### src/rtl/q_calc_pkg.sv
// Shared widths, saturation helpers and limits for the pipelined Q calculator.
// Stage payload structs are declared in q_calc_pipe because their widths follow its WIDTH/TAG_W.
package q_calc_pkg;

  localparam int MAX_WIDTH = 32;
  localparam int MAX_RW    = 2 * MAX_WIDTH + 5;

  function automatic int diffW(input int w);
    return w + 1;
  endfunction

  function automatic int tW(input int w);
    return w + 3;
  endfunction

  function automatic int d4W(input int w);
    return w + 2;
  endfunction

  function automatic int prodW(input int w);
    return 2 * w + 4;
  endfunction

  function automatic int resW(input int w);
    return 2 * w + 5;
  endfunction

  function automatic logic signed [MAX_RW-1:0] maxVal(input int w);
    return (MAX_RW'(1) <<< (w - 1)) - MAX_RW'(1);
  endfunction

  // The lower limit of a w-bit signed range is the bitwise complement of its upper limit.
  function automatic logic fits(input logic signed [MAX_RW-1:0] r, input int w);
    return (r <= maxVal(w)) && (r >= ~maxVal(w));
  endfunction

  function automatic logic signed [MAX_RW-1:0] saturate(input logic signed [MAX_RW-1:0] r,
                                                        input int w);
    if (r > maxVal(w))
      return maxVal(w);
    else if (r < ~maxVal(w))
      return ~maxVal(w);
    else
      return r;
  endfunction

endpackage

### src/rtl/q_calc_pipe_reg.sv
// One-entry valid/ready pipeline register; loads when empty or when its content leaves.
module q_calc_pipe_reg #(
  parameter int W = 8
) (
  input  logic         clk,
  input  logic         rst,
  input  logic         upValid_i,
  output logic         upReady_o,
  input  logic [W-1:0] upData_i,
  output logic         dnValid_o,
  input  logic         dnReady_i,
  output logic [W-1:0] dnData_o
);

  logic         valid_q, valid_d;
  logic [W-1:0] data_q, data_d;

  assign upReady_o = !valid_q || dnReady_i;
  assign dnValid_o = valid_q;
  assign dnData_o  = data_q;

  always_comb begin
    valid_d = valid_q;
    data_d  = data_q;
    if (upReady_o) begin
      valid_d = upValid_i;
      if (upValid_i)
        data_d = upData_i;
    end
  end

  always_ff @(posedge clk or posedge rst) begin
    if (rst) begin
      valid_q <= 1'b0;
      data_q  <= '0;
    end else begin
      valid_q <= valid_d;
      data_q  <= data_d;
    end
  end

endmodule

### src/rtl/q_calc_pipe.sv
// Three-stage pipelined Q = ((a - b)*(3c + 1) - 4d) >>> 1 with valid/ready on both sides,
// optional saturation, overflow flag, tag passthrough and a sticky overflow counter.
module q_calc_pipe
  import q_calc_pkg::*;
#(
  parameter int WIDTH = 16,
  parameter int TAG_W = 4,
  parameter int SAT   = 1,
  parameter int CNT_W = 16
) (
  input  logic                    clk,
  input  logic                    rst,
  input  logic                    valid_in,
  output logic                    ready_in,
  input  logic signed [WIDTH-1:0] a,
  input  logic signed [WIDTH-1:0] b,
  input  logic signed [WIDTH-1:0] c,
  input  logic signed [WIDTH-1:0] d,
  input  logic        [TAG_W-1:0] tag_in,
  output logic                    valid_out,
  input  logic                    ready_out,
  output logic signed [WIDTH-1:0] q,
  output logic                    ovf,
  output logic        [TAG_W-1:0] tag_out,
  output logic        [CNT_W-1:0] ovf_cnt
);

  localparam int DW  = diffW(WIDTH);
  localparam int TW  = tW(WIDTH);
  localparam int D4W = d4W(WIDTH);
  localparam int PW  = prodW(WIDTH);
  localparam int RW  = resW(WIDTH);

  typedef struct packed {
    logic signed [DW-1:0]  diff;
    logic signed [TW-1:0]  t;
    logic signed [D4W-1:0] d4;
    logic [TAG_W-1:0]      tag;
  } s1_t;

  typedef struct packed {
    logic signed [PW-1:0]  prod;
    logic signed [D4W-1:0] d4;
    logic [TAG_W-1:0]      tag;
  } s2_t;

  typedef struct packed {
    logic signed [WIDTH-1:0] q;
    logic                    ovf;
    logic [TAG_W-1:0]        tag;
  } s3_t;

  s1_t s1In, s1Out;
  s2_t s2In, s2Out;
  s3_t s3In, s3Out;
  logic v1, v2;
  logic s2Ready, s3Ready;
  logic signed [RW-1:0] rFull;
  logic [CNT_W-1:0] ovfCnt_q, ovfCnt_d;

  // All arithmetic is done at full precision; only the final stage narrows to WIDTH.
  always_comb begin
    s1In      = '0;
    s1In.diff = DW'(a) - DW'(b);
    s1In.t    = (TW'(c) <<< 1) + TW'(c) + TW'(1);
    s1In.d4   = D4W'(d) <<< 2;
    s1In.tag  = tag_in;

    s2In      = '0;
    s2In.prod = PW'(s1Out.diff) * PW'(s1Out.t);
    s2In.d4   = s1Out.d4;
    s2In.tag  = s1Out.tag;

    rFull     = (RW'(s2Out.prod) - RW'(s2Out.d4)) >>> 1;
    s3In      = '0;
    s3In.ovf  = !fits(MAX_RW'(rFull), WIDTH);
    s3In.q    = (SAT != 0) ? WIDTH'(saturate(MAX_RW'(rFull), WIDTH)) : rFull[WIDTH-1:0];
    s3In.tag  = s2Out.tag;
  end

  q_calc_pipe_reg #(.W($bits(s1_t))) u_s1 (
    .clk       (clk),
    .rst       (rst),
    .upValid_i (valid_in),
    .upReady_o (ready_in),
    .upData_i  (s1In),
    .dnValid_o (v1),
    .dnReady_i (s2Ready),
    .dnData_o  (s1Out)
  );

  q_calc_pipe_reg #(.W($bits(s2_t))) u_s2 (
    .clk       (clk),
    .rst       (rst),
    .upValid_i (v1),
    .upReady_o (s2Ready),
    .upData_i  (s2In),
    .dnValid_o (v2),
    .dnReady_i (s3Ready),
    .dnData_o  (s2Out)
  );

  q_calc_pipe_reg #(.W($bits(s3_t))) u_s3 (
    .clk       (clk),
    .rst       (rst),
    .upValid_i (v2),
    .upReady_o (s3Ready),
    .upData_i  (s3In),
    .dnValid_o (valid_out),
    .dnReady_i (ready_out),
    .dnData_o  (s3Out)
  );

  assign q       = s3Out.q;
  assign ovf     = s3Out.ovf;
  assign tag_out = s3Out.tag;
  assign ovf_cnt = ovfCnt_q;

  // Counts overflowed results only when the consumer takes them, sticking at all-ones.
  always_comb begin
    ovfCnt_d = ovfCnt_q;
    if (valid_out && ready_out && ovf && (ovfCnt_q != '1))
      ovfCnt_d = ovfCnt_q + CNT_W'(1);
  end

  always_ff @(posedge clk or posedge rst) begin
    if (rst)
      ovfCnt_q <= '0;
    else
      ovfCnt_q <= ovfCnt_d;
  end

endmodule

### config.mk
export PLATFORM = sky130hd
export DESIGN_NAME = q_calc_pipe
export DESIGN_NICKNAME = d
export VERILOG_FILES = /design/src/rtl/q_calc_pkg.sv /design/src/rtl/q_calc_pipe_reg.sv /design/src/rtl/q_calc_pipe.sv
export SDC_FILE = /design/constraint.sdc
export NUM_CORES = 1
export LEC_CHECK = 0
export ABC_AREA = 0
export CORE_UTILIZATION = 40
export DETAILED_ROUTE_END_ITERATION = 12
export GPL_ROUTABILITY_DRIVEN = 0
export HOLD_SLACK_MARGIN = 0.08
export REMOVE_ABC_BUFFERS = 1
export SYNTH_ARGS = -nofsm -noshare
export SYNTH_HDL_FRONTEND = slang
export SYNTH_SLANG_ARGS = --single-unit
### constraint.sdc
create_clock -name clk -period 14.9 [get_ports clk]
set_clock_uncertainty 0.1 [all_clocks]
set_input_delay 1.49 -clock clk [delete_from_list [all_inputs] [get_ports clk]]
set_output_delay 1.49 -clock clk [all_outputs]
set_load 0.02 [all_outputs]
==> impl_metrics.yaml, run 1 <==
status:
  failed_checks: "design-rule violations"
  outcome: "finished, violations left"
detailed_routing:
  drc: 12
  vias: 16009
  ant_nets: 0
  wl_per_cell_microns: 16.9
  drtPass1Iterations: 11
  vias_per_cell: 5.20
  routed_wl_microns: 52000
  drtIter0Drc: 806
yosys:
  synth_top_area_share_pct: 29.7
  synth.top_cells.by_count: "418 x inv_1, 319 x fa_1, 259 x nand2_1, 161 x and2_1, 155 x ha_1"
  synth-main-ff-cell: "dfrtp_1"
  synth_warnings: 0
  ys_ff_latch: 150
  synthCells: 2337
  synth.top_cells.by_area: "fa_1 30%, dfrtp_1 17%, ha_1 9.0%"
  syn_area_sq_um: 21500
  synthArstFlopShare_pct: 100
  synth_seq_area_share_pct: 17.5
  ys_types: 92
  synth_top_cell_by_area: "fa_1"
  syn_area_per_cell_sq_um: 9.19
  synth_edf_count: 0
  yosysMostFrequentCell: "inv_1"
timing:
  report.final.setup_viol: 0
  period_minus_slack_ns: 7.45
  finalCritPeriodShare_pct: 50.0
  setup_tns_ns: 0
  hold_viol_final: 0
  slew_headroom_pct: 27.7
  rsz0062_at_grt: "false"
  finalMaxSlewViolations: 0
  max_slew.worst_pin.slew_ns: 1.08
  max_clock_freq_mhz: 134
job:
  maxCapViolCount: 0
global_routing:
  grt_pass1_wl_microns: 85800
  antenna_found_initial: 0
  grt_usage_pct: 19.9
  grt_max_degree: 91
  grt-ovfl-total: 0
  grt_pass1_vias: 16707
clocking:
  insertion_delay_ns: 0.49
  clkTransAtPathRegs_ns: 0.07
  cts_resized: 0
  clock_path_buffers: 2
  cts_buffers: 17
  cts_tree: "built"
  clockRootBuffer: "clkbuf_16"
  cts_hold_buf: 0
  htree_levels: 4
  cts_setup_buffers: 0
  cts_sinks: 150
layout:
  final_util_pct: 45.0
  area_growth_pct: 10.4
  drive_gt1_share_pct: 5.52
  n_antenna_cell: 0
  fin_cells: 3079
  nFillCells: 5043
  num-nets-final: 2924
worst_setup_path:
  required_ns: 15.19
  crit_cells: 21
  critPathKind: "flip-flop to flip-flop"
  crit_fanout: 19
  crit_chain: "nand2_1 -> fa_1 -> inv_1 -> fa_1 -> fa_1 -> fa_1 -> fa_1 -> inv_1 -> fa_1 -> inv_1 -> ha_1 -> and3_1 -> a22o_1 -> a31o_2 -> a2bb2oi_1 -> o31ai_1 -> o31ai_1 -> a2111oi_0 -> o31a_1 -> o21a_1 -> o31ai_1"
  crit_family: "adder cells"
  reg2reg_depth: 21
  crit_path_end_kind: "flip-flop"
  critPathLaunch: "u_s1.dnData_o[52]"
  worst-path-buf-inv: 3
  critical_path.startpoint_type: "flip-flop"
  slowest_delay_ns: 0.88
  cpMostUsedCell: "fa_1"
  r2r_start: "u_s1.dnData_o[52]"
  reg2reg_to: "u_s2.dnData_o[57]"
  crit_slowest_cell: "dfrtp_1"
  ff2ff_setup_slack_ns: 7.45
  critPathArrivalTime_ns: 7.74
placement:
  numPlacedInstances: 3047
  place_hpwl_microns: 40700
  portBuffers: 110
die:
  die_area_sq_um: 54600
  fp.coreArea_sq_um: 52800
  ios: 111
  start_util_pct: 40.7
  chipHeight_microns: 234
  rows: 84
  dieWidth_microns: 234
worst_hold_path:
  whs_path_depth: 2
  worst_hold_path_type: "flip-flop to flip-flop"
  holdPathEnd: "u_s3.dnData_o[1]"
  min_from: "u_s2.dnData_o[1]"
cell families after synthesis:
logic type                 count (synthesis)  synth area share, %
adders and majority gates                474                 38.8
AOI/OAI and AO/OA                        384                 12.5
buffers and inverters                    511                 9.08
xor gates and xnor gates                  77                 3.14
muxes                                     50                 2.60
and+or+nand+nor                          691                 16.4
DFF                                      150                 17.5
worst max path at each step:
stage                   endpoint  slack [ns]
6_report       u_s2.dnData_o[57]        7.45
5_1_grt        u_s2.dnData_o[57]        7.09
4_1_cts        u_s2.dnData_o[57]        7.44
3_5_place_dp   u_s2.dnData_o[57]        7.46
3_3_place_gp   u_s2.dnData_o[57]        7.63
2_1_floorplan  u_s2.dnData_o[57]        8.34
state kept, by name, indices dropped and copies added, names as in the netlist:
register and flops:
u_s3.dnValid_o 1, u_s2.dnData_o 55, u_s1.dnValid_o 1, u_s1.dnData_o 55, ovf_cnt 16, u_s3.dnData_o 21
u_s2.dnValid_o 1
cell type report:
type	count	area (sq um)	share of cell area (%)
Clock inverter	14	180	0.760
Tap cell	688	861	3.63
Clock buffer	18	429	1.81
Timing Repair Buffer	115	1140	4.80
Sequential cell	150	3750	15.8
Multi-Input combinational cell	1676	15800	66.5
Inverter	418	1570	6.64
worst min-delay path, cell delays in order (launching register included):
cell and delay [ns]:
dfrtp_1 0.34, nand2_1 0.05, nand2_1 0.05
stage by stage:
stage	worst slack (ns)	instance area [sq um]	hold WS (ns)
after floorplan	8.34	21100	0.333
after global placement	7.63	23100	0.344
after detailed placement	7.46	23100	0.348
after CTS	7.44	23700	0.365
after global routing	7.09	23700	0.394
final	7.45	23700	0.361
cell usage in the layout, fill, tap and decap left out, types with 47 or more instances in the layout:
| cell | n |
|---|---|
| nor2_1 | 71 |
| fa_1 | 319 |
| dfrtp_1 | 150 |
| clkdlybuf4s50_1 | 110 |
| a21oi_1 | 63 |
| o21ai_0 | 106 |
| nand2_1 | 257 |
| ha_1 | 155 |
| mux2_2 | 47 |
| inv_1 | 417 |
| xnor2_1 | 50 |
| and2_1 | 161 |
routing by layer:
layer	global-route usage (%)	part of all wire [%]
met2	32.0	45
met1	27.3	47
met3	4.13	5.6
met4	5.17	1.9
met5	0	0
Power of run 1 is not shown: default switching activity piles up to over one toggle a cycle in this logic, so the estimate is an artifact.
==> inputs of run 2 (changes only) <==
- clock period: 14.9 -> 7.2 ns (I/O delays scaled with it)
==> impl_metrics.yaml, run 2 (synthesis results as in run 1) <==
worst_setup_path:
  worst-path-buf-inv: 5
  ff2ff_setup_slack_ns: 0.32
  crit_slowest_cell: "fa_1"
  critPathArrivalTime_ns: 7.15
  r2r_start: "u_s1.dnData_o[47]"
  crit_family: "adder cells"
  slowest_delay_ns: 0.57
  critPathKind: "flip-flop to flip-flop"
  cpMostUsedCell: "fa_1"
  required_ns: 7.47
  crit_chain: "and2_1 -> fa_1 -> inv_1 -> fa_1 -> fa_1 -> inv_1 -> fa_1 -> fa_1 -> inv_1 -> fa_1 -> inv_1 -> ha_1 -> and3_1 -> and3_1 -> a21boi_0 -> o21ai_0 -> o31ai_1 -> buf_4 -> o31ai_2 -> a211oi_1 -> o21ai_0 -> a21o_1 -> a41o_1"
  crit_fanout: 19
  crit_path_end_kind: "flip-flop"
  reg2reg_to: "u_s2.dnData_o[55]"
  reg2reg_depth: 23
  critical_path.startpoint_type: "flip-flop"
die:
  dieWidth_microns: 234
  start_util_pct: 40.7
  ios: 111
  die_area_sq_um: 54600
  chipHeight_microns: 234
  rows: 84
  fp.coreArea_sq_um: 52800
clocking:
  clock_path_buffers: 2
  cts_sinks: 150
  cts_tree: "built"
  insertion_delay_ns: 0.50
  cts_hold_buf: 0
  clkTransAtPathRegs_ns: 0.08
  cts_buffers: 17
  clockRootBuffer: "clkbuf_16"
  htree_levels: 4
global_routing:
  grt.busiest_layer: "met2"
  use_met2_pct: 31.3
  grt_pass1_wl_microns: 85400
  grt_pass1_vias: 16610
  met3_usage_pct: 3.99
  grt_max_degree: 99
  grt_util_met1_pct: 27.3
  grt_usage_pct: 19.8
  antenna_found_initial: 3
  grt-ovfl-total: 0
placement:
  portBuffers: 110
  dpl_cell_area_sq_um: 23400
  place_hpwl_microns: 42300
layout:
  n_antenna_cell: 0
  final_util_pct: 45.8
  design_area_sq_um: 24100
  nFillCells: 5074
  area_growth_pct: 12.4
  num-nets-final: 2971
  final_cell_mix: "416 x inv_1, 319 x fa_1, 257 x nand2_1, 161 x and2_1, 155 x ha_1"
  drive_gt1_share_pct: 8.16
  mostFrequentLayoutCell: "inv_1"
worst_hold_path:
  min_from: "u_s2.dnData_o[3]"
  whs_path_depth: 2
  worst_hold_path_type: "flip-flop to flip-flop"
  holdPathEnd: "u_s3.dnData_o[3]"
timing:
  hold_viol_final: 0
  setup_tns_ns: 0
  period_minus_slack_ns: 6.88
  report.final.setup_viol: 0
  slew_headroom_pct: 27.2
  max_slew.worst_pin.slew_ns: 1.09
  max_clock_freq_mhz: 145
  finalMaxSlewViolations: 0
  rsz0062_at_grt: "false"
  finalCritPeriodShare_pct: 95.5
detailed_routing:
  ant_nets: 0
  drtPass1Iterations: 7
  vias_per_cell: 5.16
  vias: 16129
  drc: 0
  wl_per_cell_microns: 16.4
  routed_wl_microns: 51400
  drtIter0Drc: 1005
status:
  outcome: "finished, final reports clean"
job:
  maxCapViolCount: 0
[run 2: changes by cell type in the layout (fill, tap and decap cells not counted), sizes merged]
cell	delta
buf	+47
bufinv	+1
inv	-1
[run 2: worst max path at each step]
| stage | to | depth (start not counted) | start | slack, ns |
|---|---|---|---|---|
| 2_1_floorplan | u_s2.dnData_o[57] | 21 | u_s1.dnData_o[52] | 0.64 |
| 3_3_place_gp | u_s2.dnData_o[55] | 24 | u_s1.dnData_o[50] | 0.12 |
| 3_5_place_dp | u_s2.dnData_o[57] | 24 | u_s1.dnData_o[50] | 0.06 |
| 4_1_cts | u_s2.dnData_o[57] | 24 | u_s1.dnData_o[49] | 0.02 |
| 5_1_grt | u_s2.dnData_o[55] | 24 | u_s1.dnData_o[49] | 0.006 |
| 6_report | u_s2.dnData_o[55] | 23 | u_s1.dnData_o[47] | 0.32 |
[run 2: layout make-up]
class                      count  area (sq um)  area share (%)
clock inverter                14           203           0.839
inverter                     418          1580            6.53
clock buffer                  18           439            1.82
timing repair buffer         162          1490            6.18
tap                          688           861            3.56
multi-input combinational   1676         15800            65.4
sequential                   150          3780            15.6
[run 2: through the flow]
step | instances | setup WS (ns) | hold WS [ns]
2_1_floorplan | 2244 | 0.640 | 0.333
5_1_grt | 3126 | 0.00552 | 0.407
6_report | 3126 | 0.324 | 0.367
4_1_cts | 3118 | 0.0223 | 0.371
3_3_place_gp | 3086 | 0.125 | 0.345
3_5_place_dp | 3086 | 0.0601 | 0.360
[run 2: what timing repair did]
item | 4_1_cts | 5_1_grt
endpoints found under the setup margin | 0 | 6
setup buffers | 0 | 8
resized for setup | 0 | 22
[run 2: metal layers]
layer	vias up	wire [microns]	share of wire, %
li1	7742	-	-
met1	7966	24400	47
met2	357	23500	46
met3	64	2500	4.9
met4	0	1060	2.1
met5	-	0	0
[run 2: worst register-to-register path, stage by stage (launching register included)]
cell and delay, ns:
dfrtp_2 0.53, and2_1 0.23, fa_1 0.50, inv_1 0.06, fa_1 0.49, fa_1 0.57
inv_1 0.07, fa_1 0.46, fa_1 0.54, inv_1 0.05, fa_1 0.52, inv_1 0.04
ha_1 0.38, and3_1 0.23, and3_1 0.20, a21boi_0 0.16, o21ai_0 0.18, o31ai_1 0.33
buf_4 0.17, o31ai_2 0.08, a211oi_1 0.25, o21ai_0 0.16, a21o_1 0.20, a41o_1 0.23
Power of run 2 is left out for the same reason.
